--- src/rtl/control_sequencer_pkg.sv ---
// control_sequencer_pkg: state codes, opcode/funct constants and ALU op codes for the multi-cycle MIPS sequencer
package control_sequencer_pkg;
    typedef enum logic [2:0] {
        S_IF  = 3'd0,
        S_ID  = 3'd1,
        S_RF  = 3'd2,
        S_EX  = 3'd3,
        S_WB  = 3'd4,
        S_OUT = 3'd5
    } state_t;

    typedef enum logic [3:0] {
        ALU_NOP = 4'd0,
        ALU_ADD = 4'd1,
        ALU_SUB = 4'd2,
        ALU_AND = 4'd3,
        ALU_OR  = 4'd4,
        ALU_SLT = 4'd5
    } alu_op_t;

    localparam logic [5:0] OP_RTYPE = 6'h00;
    localparam logic [5:0] OP_J     = 6'h02;
    localparam logic [5:0] OP_BEQ   = 6'h04;
    localparam logic [5:0] OP_ADDI  = 6'h08;
    localparam logic [5:0] OP_ANDI  = 6'h0C;
    localparam logic [5:0] OP_ORI   = 6'h0D;
    localparam logic [5:0] OP_HALT  = 6'h3F;

    localparam logic [5:0] FN_ADD = 6'h20;
    localparam logic [5:0] FN_SUB = 6'h22;
    localparam logic [5:0] FN_AND = 6'h24;
    localparam logic [5:0] FN_OR  = 6'h25;
    localparam logic [5:0] FN_SLT = 6'h2A;

    localparam state_t OUTPUT_REG = S_OUT;

    function automatic alu_op_t funct_alu(input logic [5:0] fn);
        case (fn)
            FN_ADD:  return ALU_ADD;
            FN_SUB:  return ALU_SUB;
            FN_AND:  return ALU_AND;
            FN_OR:   return ALU_OR;
            FN_SLT:  return ALU_SLT;
            default: return ALU_NOP;
        endcase
    endfunction
endpackage

--- src/rtl/control_sequencer_if.sv ---
// control_sequencer_if: instruction-ROM, run/zero inputs and decoded control outputs of the sequencer
interface control_sequencer_if #(parameter int PC_W = 8);
    logic            run;
    logic [PC_W-1:0] imem_addr;
    logic [31:0]     imem_data;
    logic [2:0]      state;
    logic [4:0]      rsource;
    logic [4:0]      rtemp;
    logic [4:0]      rdestination;
    logic [3:0]      alu_op;
    logic            use_imm;
    logic [7:0]      imm;
    logic            wb_en;
    logic            alu_zero;
    logic            halted;

    modport master (
        input  run, imem_data, alu_zero,
        output imem_addr, state, rsource, rtemp, rdestination, alu_op, use_imm, imm, wb_en, halted
    );
    modport slave (
        output run, imem_data, alu_zero,
        input  imem_addr, state, rsource, rtemp, rdestination, alu_op, use_imm, imm, wb_en, halted
    );
endinterface

--- src/rtl/control_sequencer_instr_decode.sv ---
// instr_decode: combinational decode of the held instruction word into register indices and ALU controls
module instr_decode
    import control_sequencer_pkg::*;
(
    input  logic [31:0] ir,
    output logic [4:0]  rsource,
    output logic [4:0]  rtemp,
    output logic [4:0]  rdestination,
    output alu_op_t     alu_op,
    output logic        use_imm,
    output logic [7:0]  imm,
    output logic        is_wb,
    output logic        is_beq,
    output logic        is_j,
    output logic        is_halt
);
    logic [5:0] op;
    alu_op_t    r_alu;
    logic       unused_shamt;
    assign op           = ir[31:26];
    assign r_alu        = funct_alu(ir[5:0]);
    assign unused_shamt = ^ir[10:6];
    assign rsource      = ir[25:21];
    assign rtemp        = ir[20:16];
    assign rdestination = op == OP_RTYPE ? ir[15:11] : ir[20:16];
    assign imm          = ir[7:0];
    assign use_imm      = op == OP_ADDI || op == OP_ANDI || op == OP_ORI;
    assign alu_op       = op == OP_RTYPE ? r_alu :
                          op == OP_ADDI  ? ALU_ADD :
                          op == OP_ANDI  ? ALU_AND :
                          op == OP_ORI   ? ALU_OR :
                          op == OP_BEQ   ? ALU_SUB : ALU_NOP;
    // unknown functs decode to NOP and must never write back
    assign is_wb        = (op == OP_RTYPE && r_alu != ALU_NOP) || use_imm;
    assign is_beq       = op == OP_BEQ;
    assign is_j         = op == OP_J;
    assign is_halt      = op == OP_HALT;
endmodule

--- src/rtl/control_sequencer.sv ---
// control_sequencer: multi-cycle IF/ID/RF/EX/WB control FSM owning pc, ir and the branch-taken flag
module control_sequencer
    import control_sequencer_pkg::*;
#(
    parameter int PC_W = 8
) (
    input logic                 clk,
    input logic                 rst,
    control_sequencer_if.master bus
);
    state_t          state_q, state_d;
    logic [PC_W-1:0] pc, pc_next, br_off;
    logic [31:0]     ir;
    logic            take_br;
    logic [4:0]      rs, rt, rd;
    alu_op_t         alu_op;
    logic            use_imm, is_wb, is_beq, is_j, is_halt;
    logic [7:0]      imm;

    instr_decode u_dec (
        .ir(ir), .rsource(rs), .rtemp(rt), .rdestination(rd), .alu_op(alu_op),
        .use_imm(use_imm), .imm(imm), .is_wb(is_wb), .is_beq(is_beq), .is_j(is_j), .is_halt(is_halt)
    );

    assign bus.imem_addr    = pc;
    assign bus.rsource      = rs;
    assign bus.rtemp        = rt;
    assign bus.rdestination = rd;
    assign bus.alu_op       = alu_op;
    assign bus.use_imm      = use_imm;
    assign bus.imm          = imm;

    // branch offset is the low immediate byte, sign-extended or truncated to the pc width
    assign br_off  = PC_W'($signed(imm));
    assign pc_next = is_j ? ir[PC_W-1:0] : take_br ? pc + PC_W'(1) + br_off : pc + PC_W'(1);

    always_ff @(posedge clk)
        if (rst) state_q <= S_IF;
        else     state_q <= state_d;

    always_comb begin
        case (state_q)
            S_IF:    state_d = bus.run ? S_ID : S_IF;
            S_ID:    state_d = S_RF;
            S_RF:    state_d = is_halt ? S_OUT : S_EX;
            S_EX:    state_d = S_WB;
            S_WB:    state_d = S_IF;
            S_OUT:   state_d = S_OUT;
            default: state_d = S_IF;
        endcase
    end

    always_comb begin
        bus.state  = state_q;
        bus.halted = state_q == S_OUT;
        bus.wb_en  = state_q == S_WB && is_wb && rd != 5'd0;
    end

    always_ff @(posedge clk) begin
        if (rst) begin
            pc      <= '0;
            ir      <= '0;
            take_br <= 1'b0;
        end else begin
            if (state_q == S_ID) ir <= bus.imem_data;
            if (state_q == S_EX) take_br <= is_beq && bus.alu_zero;
            if (state_q == S_WB) pc <= pc_next;
        end
    end
endmodule

--- src/flat_wrapper.sv ---
// flat-port wrapper written by rule: the top's interface ports become plain ports
module control_sequencer_flat import control_sequencer_pkg::*;
#(
    parameter int PC_W = 8
)
  (clk, rst, bus_run, bus_imem_data, bus_alu_zero, bus_imem_addr, bus_state, bus_rsource, bus_rtemp, bus_rdestination, bus_alu_op, bus_use_imm, bus_imm, bus_wb_en, bus_halted);
  control_sequencer_if #(.PC_W(PC_W)) bus_i ();
  input logic clk;
  input logic rst;
  input wire logic [$bits(bus_i.run)-1:0] bus_run;
  input wire logic [$bits(bus_i.imem_data)-1:0] bus_imem_data;
  input wire logic [$bits(bus_i.alu_zero)-1:0] bus_alu_zero;
  output wire logic [$bits(bus_i.imem_addr)-1:0] bus_imem_addr;
  output wire logic [$bits(bus_i.state)-1:0] bus_state;
  output wire logic [$bits(bus_i.rsource)-1:0] bus_rsource;
  output wire logic [$bits(bus_i.rtemp)-1:0] bus_rtemp;
  output wire logic [$bits(bus_i.rdestination)-1:0] bus_rdestination;
  output wire logic [$bits(bus_i.alu_op)-1:0] bus_alu_op;
  output wire logic [$bits(bus_i.use_imm)-1:0] bus_use_imm;
  output wire logic [$bits(bus_i.imm)-1:0] bus_imm;
  output wire logic [$bits(bus_i.wb_en)-1:0] bus_wb_en;
  output wire logic [$bits(bus_i.halted)-1:0] bus_halted;
  assign bus_i.run = bus_run;
  assign bus_i.imem_data = bus_imem_data;
  assign bus_i.alu_zero = bus_alu_zero;
  assign bus_imem_addr = bus_i.imem_addr;
  assign bus_state = bus_i.state;
  assign bus_rsource = bus_i.rsource;
  assign bus_rtemp = bus_i.rtemp;
  assign bus_rdestination = bus_i.rdestination;
  assign bus_alu_op = bus_i.alu_op;
  assign bus_use_imm = bus_i.use_imm;
  assign bus_imm = bus_i.imm;
  assign bus_wb_en = bus_i.wb_en;
  assign bus_halted = bus_i.halted;
  control_sequencer #(.PC_W(PC_W)) u_core (.clk(clk), .rst(rst), .bus(bus_i));
endmodule
--- config.mk ---
export PLATFORM = sky130hd
export DESIGN_NAME = control_sequencer_flat
export DESIGN_NICKNAME = d
export VERILOG_FILES = /design/src/rtl/control_sequencer_pkg.sv /design/src/rtl/control_sequencer_if.sv /design/src/rtl/control_sequencer_instr_decode.sv /design/src/rtl/control_sequencer.sv /design/src/flat_wrapper.sv
export SDC_FILE = /design/constraint.sdc
export NUM_CORES = 1
export LEC_CHECK = 0
export ABC_CLOCK_PERIOD_IN_PS = 7300
export CAP_MARGIN = 20
export CORE_MARGIN = 4
export CORE_UTILIZATION = 51
export DETAILED_ROUTE_END_ITERATION = 10
export HOLD_SLACK_MARGIN = 0.03
export PLACE_DENSITY = 0.95
export SKIP_LAST_GASP = 1
export SLEW_MARGIN = 20
export SYNTH_ARGS = -nofsm -noshare
export SYNTH_HDL_FRONTEND = slang
export SYNTH_SLANG_ARGS = --single-unit
--- constraint.sdc ---
create_clock -name clk -period 7.3 [get_ports clk]
set_clock_uncertainty 0.05 [all_clocks]
set_input_delay 2.19 -clock clk [delete_from_list [all_inputs] [get_ports clk]]
set_output_delay 2.19 -clock clk [all_outputs]
set_load 0.01 [all_outputs]
==> impl_metrics.tcl, run 1 <==
set metrics [dict create \
    critical_path.endpoint "bus_wb_en" \
    p_clk_share_pct 34.1 \
    hpwl_mm 4.55 \
    cts.sinks 41 \
    layout.cells.non_filler 445 \
    antenna-diode-count 0 \
    hold_path.class "flop to flop" \
    required_ns 5.06 \
    netlist_area_mm2 0.00252 \
    power.density_mw_per_mm2 171 \
    intPower_uw 398 \
    p_leak_uw 0.00113 \
    seqPwrFrac_pct 45.6 \
    initial_utilization_pct 53.1 \
    slew-limit-headroom_pct 30.3 \
    fin_crit_sh_pct 66.4 \
    synth_seq_cells 41 \
    nFillCells 372 \
    finalHoldViolations 0 \
    first_pass_iters 4 \
    drcViolationCount 0 \
    cp-start-kind "flop" \
    grtUsageTotal_pct 21.4 \
    gp_congestion 0.830 \
    clk_pin_slew_worst_paths_ns 0.08 \
    fin_crit_ns 4.85 \
    num_vias 2521 \
    drt.antenna.violating_nets 0 \
    grt_max_degree 45 \
    comb_power_share_pct 20.2 \
    ys_async_sr_fraction_pct 0 \
    multiInputGateArea_mm2 0.00147 \
    setup_tns_ns 0 \
    num_rows 25 \
    reg2reg_to "u_core.bus.imem_addr[7]" \
    synth_edf_count 0 \
    grt_pass1_vias 2461 \
    maxSlewViolCount 0 \
    netlist-cell-type-count 57 \
    htreeDepth 2 \
    dieWidth_um 78.3 \
    synth.top_cell.area_share_pct 32.5 \
    die_h_um 78.3 \
    ir_worst_vdd_mv 0.122 \
    r2r-start "u_core.bus.imem_addr[0]" \
    seq_area_frac_synth_pct 32.5 \
    syn2layout_area_growth_pct 28.4 \
    wl_per_cell_um 14.3 \
    viasPerCell 5.67 \
    maxCapViolCount 0 \
    setup_viol_count_final 0 \
    post_cts_resize_count 0 \
    end_kind "output pin" \
    grt-ovfl-total 0 \
    worstPathArrival_ns 2.61 \
    max_freq_mhz 206 \
    nets 422 \
    syn_inst 330 \
    port-buffer-count 72 \
    dp.cells 437 \
    status "completed" \
    ys.flop_type "dfxtp_1" \
    cts_inserted_buffers 5 \
    routed_wirelength_mm 6.36 \
    switchingPower_uw 155 \
    cts_tree "yes" \
    layout-drive-gt1-share_pct 5.82 \
    grt_pass1_wl_mm 10.7 \
    regArea_um2 821 \
    avgSynthCellArea_um2 7.64 \
    synth_nets 375 \
    grt_setup_unrepaired "no" \
    drt_iter0_markers 236 \
    rrSetupSlack_ns 4.20 \
    swShare_pct 28.0 \
    clockBufferDepth 2 \
    synth_area_leaders "dfxtp_1, nand2_1, a21oi_1" \
    coreArea_mm2 0.00475 \
    worstSetupStartpoint "u_core.ir[26]" \
    postCtsSetupBuffers 0 \
    crit_fanout 8 \
    tightest_slew_ns 1.05 \
    critical_path_class "flop to output pin" \
    pin_count 77 \
    dieArea_mm2 0.00613 \
    clock_tree.root_cell "clkbuf_8" \
    yosysWarningCount 0 \
    cts_hold_buf 0 \
    r2r.worst_path.cells 10 \
    antenna_found_initial 0 \
    synth.largest_area_cell "dfxtp_1" \
    worstSkewPairLatency_ns 0.30 \
]
==> layer usage <==
layer / track usage, % / vias up / share of wire (%)
met5: 0 / - / 0
met4: 10.3 / 0 / 1.9
met3: 7.22 / 12 / 8.8
met2: 36.1 / 108 / 48
met1: 24.1 / 1166 / 41
li1: - / 1235 / -
==> how the worst min path moves through the flow <==
stage          slack, ns            end  cells after the start     startpoint
2_1_floorplan       0.39  u_core.ir[21]                      2  u_core.ir[21]
5_1_grt             0.44  u_core.ir[11]                      2  u_core.ir[11]
3_3_place_gp        0.39  u_core.ir[23]                      2  u_core.ir[23]
6_report            0.42  u_core.ir[24]                      2  u_core.ir[24]
3_5_place_dp        0.40  u_core.ir[25]                      2  u_core.ir[25]
4_1_cts             0.41  u_core.ir[25]                      2  u_core.ir[25]
==> synthesized netlist by cell type, types with 2 or more instances <==
cell,number
or3_1,2
a21o_1,2
o211ai_1,4
buf_2,3
or2_2,2
nor2_1,18
nor4_1,2
mux2i_1,2
nor3_1,13
nand3b_1,4
inv_1,7
clkbuf_1,10
xnor2_1,5
o31a_1,2
a211oi_1,4
xor2_1,2
a21oi_1,42
or4b_1,2
dfxtp_1,41
nor2b_1,4
nand3_1,6
a31oi_1,2
o211ai_2,2
nand2b_1,4
nand2_1,77
or4_1,3
mux2_2,5
o221ai_1,2
o21ai_0,5
buf_4,19
ha_1,8
==> flip-flops by register name (all words and copies together) (netlist names) <==
register,cells
u_core.bus.imem_addr,8
u_core.bus.state,3
u_core.ir,29
u_core.take_br,1
==> worst max-delay path, stage by stage (launching register included) <==
cell and delay, ns:
dfxtp_1 0.39, nor4_2 0.33, nand4b_1 0.19, a211oi_1 0.30, nor2_1 0.08, a2111oi_0 0.38
clkdlybuf4s50_1 0.64
==> power groups by stage <==
stage	Clock [µW]	Combinational, µW	Sequential, µW
after floorplan	0	71.4	253
after global placement	0	108	256
after detailed placement	0	111	257
after CTS	188	112	252
after global routing	198	123	254
final	188	112	252
==> stage by stage <==
step                      setup slack, ns  hold WS, ns  cell area (µm²)  utilization (%)  power (µW)
after floorplan                      3.32        0.387             2520                -         324
after global placement               2.87        0.392             3130             65.8         364
after detailed placement             2.81        0.398             3130             65.8         368
after CTS                            2.44        0.413             3240             68.1         552
after global routing                 2.24        0.441             3240             68.1         575
final                                2.45        0.416             3240             68.1         552
==> final cells by class <==
class                           count  area share, %
Tap cell                           67           2.59
Clock buffer                        6           2.24
Sequential cell                    41           25.3
Timing Repair Buffer               73           22.5
Multi-Input combinational cell    249           45.3
Clock inverter                      2           1.20
Inverter                            7          0.811
==> cells by family after synthesis <==
group,after synthesis,synth area share (%)
AOI/OAI and AO/OA,78,19.6
xor gates and xnor gates,7,2.43
adders and majority gates,9,4.76
buffers and inverters,40,9.23
DFF,41,32.5
muxes,7,3.03
other,1,0.149
and+or+nand+nor,147,28.3
==> cell usage in the layout (no fill, tap or decap), types with 5 or more instances in the layout <==
cell	count
a21oi_1	42
clkbuf_8	5
nor3_1	13
ha_1	8
nor2_1	18
o21ai_0	5
nand2_1	77
nand3_1	6
xnor2_1	5
clkdlybuf4s50_1	72
inv_1	7
mux2_2	5
dfxtp_1	41
Note: power is estimated with default switching activity, not from simulation.
==> run 2, diff against run 1 <==
--- a/config.mk
+++ b/config.mk
@@ -5,13 +5,13 @@
 export SDC_FILE = /design/constraint.sdc
 export NUM_CORES = 1
 export LEC_CHECK = 0
-export ABC_CLOCK_PERIOD_IN_PS = 7300
+export ABC_CLOCK_PERIOD_IN_PS = 4800
 export CAP_MARGIN = 20
 export CORE_MARGIN = 4
-export CORE_UTILIZATION = 51
+export CORE_UTILIZATION = 47
 export DETAILED_ROUTE_END_ITERATION = 10
 export HOLD_SLACK_MARGIN = 0.03
-export PLACE_DENSITY = 0.95
+export PLACE_DENSITY = 0.9
 export SKIP_LAST_GASP = 1
 export SLEW_MARGIN = 20
 export SYNTH_ARGS = -nofsm -noshare
==> constraint.sdc (replaced) <==
create_clock -name clk -period 4.8 [get_ports clk]
set_clock_uncertainty 0.05 [all_clocks]
set_input_delay 1.44 -clock clk [delete_from_list [all_inputs] [get_ports clk]]
set_output_delay 1.44 -clock clk [all_outputs]
set_load 0.01 [all_outputs]
==> run 2 against run 1 <==
Net effect: routed wire length is 4.2% higher; global-route usage is 0.57 points lower; clock power is 46% higher; sequential power is 52% higher; die area is 7.6% higher; largest cell class unchanged; highest routed layer unchanged.
==> impl_metrics.tcl, run 2 (synthesis gave the netlist of run 1 again) <==
set metrics [dict create \
    ir_worst_vdd_mv 0.187 \
    path_cells "nor4_2 -> nand4b_1 -> a211oi_1 -> nor2_1 -> a2111oi_0 -> clkdlybuf4s50_1" \
    cp_slowest_stage_delay_ns 0.63 \
    drcViolationCount 0 \
    routed_wirelength_mm 6.62 \
    fin_crit_sh_pct 84.4 \
    worstSkewPairLatency_ns 0.29 \
    antenna_found_initial 0 \
    critPathTopFamily "simple AND/OR/NAND/NOR gates" \
    fin_crit_ns 4.05 \
    hold_path.class "flop to flop" \
    antenna-diode-count 0 \
    dieWidth_um 81.3 \
    end_kind "output pin" \
    cts_tree "yes" \
    hpwl_mm 4.93 \
    drt.antenna.violating_nets 0 \
    drt_iter0_markers 88 \
    maxCapViolCount 0 \
    num_vias 2479 \
    crit_buf_inv 1 \
    grt_max_degree 30 \
    p_leak_uw 0.00113 \
    setup_tns_ns 0 \
    crit_path_top_delay_cell "clkdlybuf4s50_1" \
    largest_reg_flops 29 \
    layout-drive-gt1-share_pct 6.10 \
    grt_pass1_wl_mm 10.8 \
    final_common_cell "nand2_1" \
    maxSlewViolCount 0 \
    clockBufferDepth 2 \
    postCtsSetupBuffers 0 \
    grt-ovfl-total 0 \
    worstPathArrival_ns 2.56 \
    clock_tree.root_cell "clkbuf_8" \
    first_pass_iters 4 \
    tightest_slew_ns 0.896 \
    pin_count 77 \
    syn2layout_area_growth_pct 28.4 \
    cts_hold_buf 0 \
    cts.sinks 41 \
    power.density_mw_per_mm2 256 \
    nFillCells 489 \
    regMostFlops "u_core.ir" \
    viasPerCell 5.55 \
    setup_viol_count_final 0 \
    grt_setup_unrepaired "no" \
    port-buffer-count 72 \
    clk_pin_slew_worst_paths_ns 0.07 \
    critical_path_class "flop to output pin" \
    slew-limit-headroom_pct 40.3 \
    gp_congestion 0.812 \
    post_cts_resize_count 0 \
    nets 422 \
    grtUsageTotal_pct 20.8 \
    cts_inserted_buffers 5 \
    p_total_uw 829 \
    coreArea_mm2 0.00514 \
    grt_pass1_vias 2300 \
    dieArea_mm2 0.00660 \
    initial_utilization_pct 49.1 \
    num_rows 26 \
    status "completed" \
    die_h_um 81.3 \
    layout_common_cells "nand2_1, clkdlybuf4s50_1, a21oi_1" \
    max_freq_mhz 247 \
    htreeDepth 2 \
    required_ns 3.31 \
    cp-start-kind "flop" \
    crit_fanout 8 \
    finalHoldViolations 0 \
    wl_per_cell_um 14.8 \
]
## run 2: area by class of cell
type / count / area [µm²] / share of cell area, %
sequential: 41 / 821 / 25.3
inverter: 7 / 26.3 / 0.811
clock buffer: 5 / 68.8 / 2.13
clock inverter: 2 / 35.0 / 1.08
multi-input combinational: 249 / 1470 / 45.4
timing repair buffer: 73 / 728 / 22.5
tap: 70 / 87.6 / 2.70
## run 2: power by group
group | switching [µW] | total (µW) | internal, µW
registers | 25.7 | 383 | 358
logic | 80.8 | 172 | 90.8
clock network | 122 | 274 | 151
total | 229 | 829 | 600
## run 2: worst register-to-register path, cell delays in order, from the launching register on
cell and delay, ns:
dfxtp_1 0.48, ha_1 0.24, nand3_1 0.15, o21a_1 0.23, or2_2 0.30, ha_1 0.34, a21oi_1 0.30, nand2_1 0.09
o221ai_1 0.30, or4b_1 0.50, o211ai_2 0.08
## run 2: path summary, 6_finish.rpt
check,start,to,slack (ns),cells after the start
worst min register to register,u_core.ir[24],u_core.ir[24],0.41,2
worst min-delay path,u_core.ir[24],u_core.ir[24],0.41,2
worst max-delay path,u_core.ir[26],bus_wb_en,0.75,6
worst max register to register,u_core.bus.imem_addr[0],u_core.bus.imem_addr[7],1.68,10
## run 2: routing by layer
metal  vias up  GRT usage, %  share of wire [%]
met3         9          5.65                7.3
met1      1164          24.3                 41
li1       1225             -                  -
met4         0          5.74                1.4
met5         -             0                  0
met2        81          37.1                 50
## run 2: stage by stage
stage	util (%)	instance area, µm²	instances	hold slack, ns	setup slack [ns]
finish	63.0	3240	447	0.405	0.748
global route	63.0	3240	447	0.435	0.554
floorplan	-	2520	330	0.387	1.57
global placement	60.9	3130	440	0.392	1.12
detailed placement	60.9	3130	440	0.401	1.05
CTS	63.0	3240	447	0.409	0.708
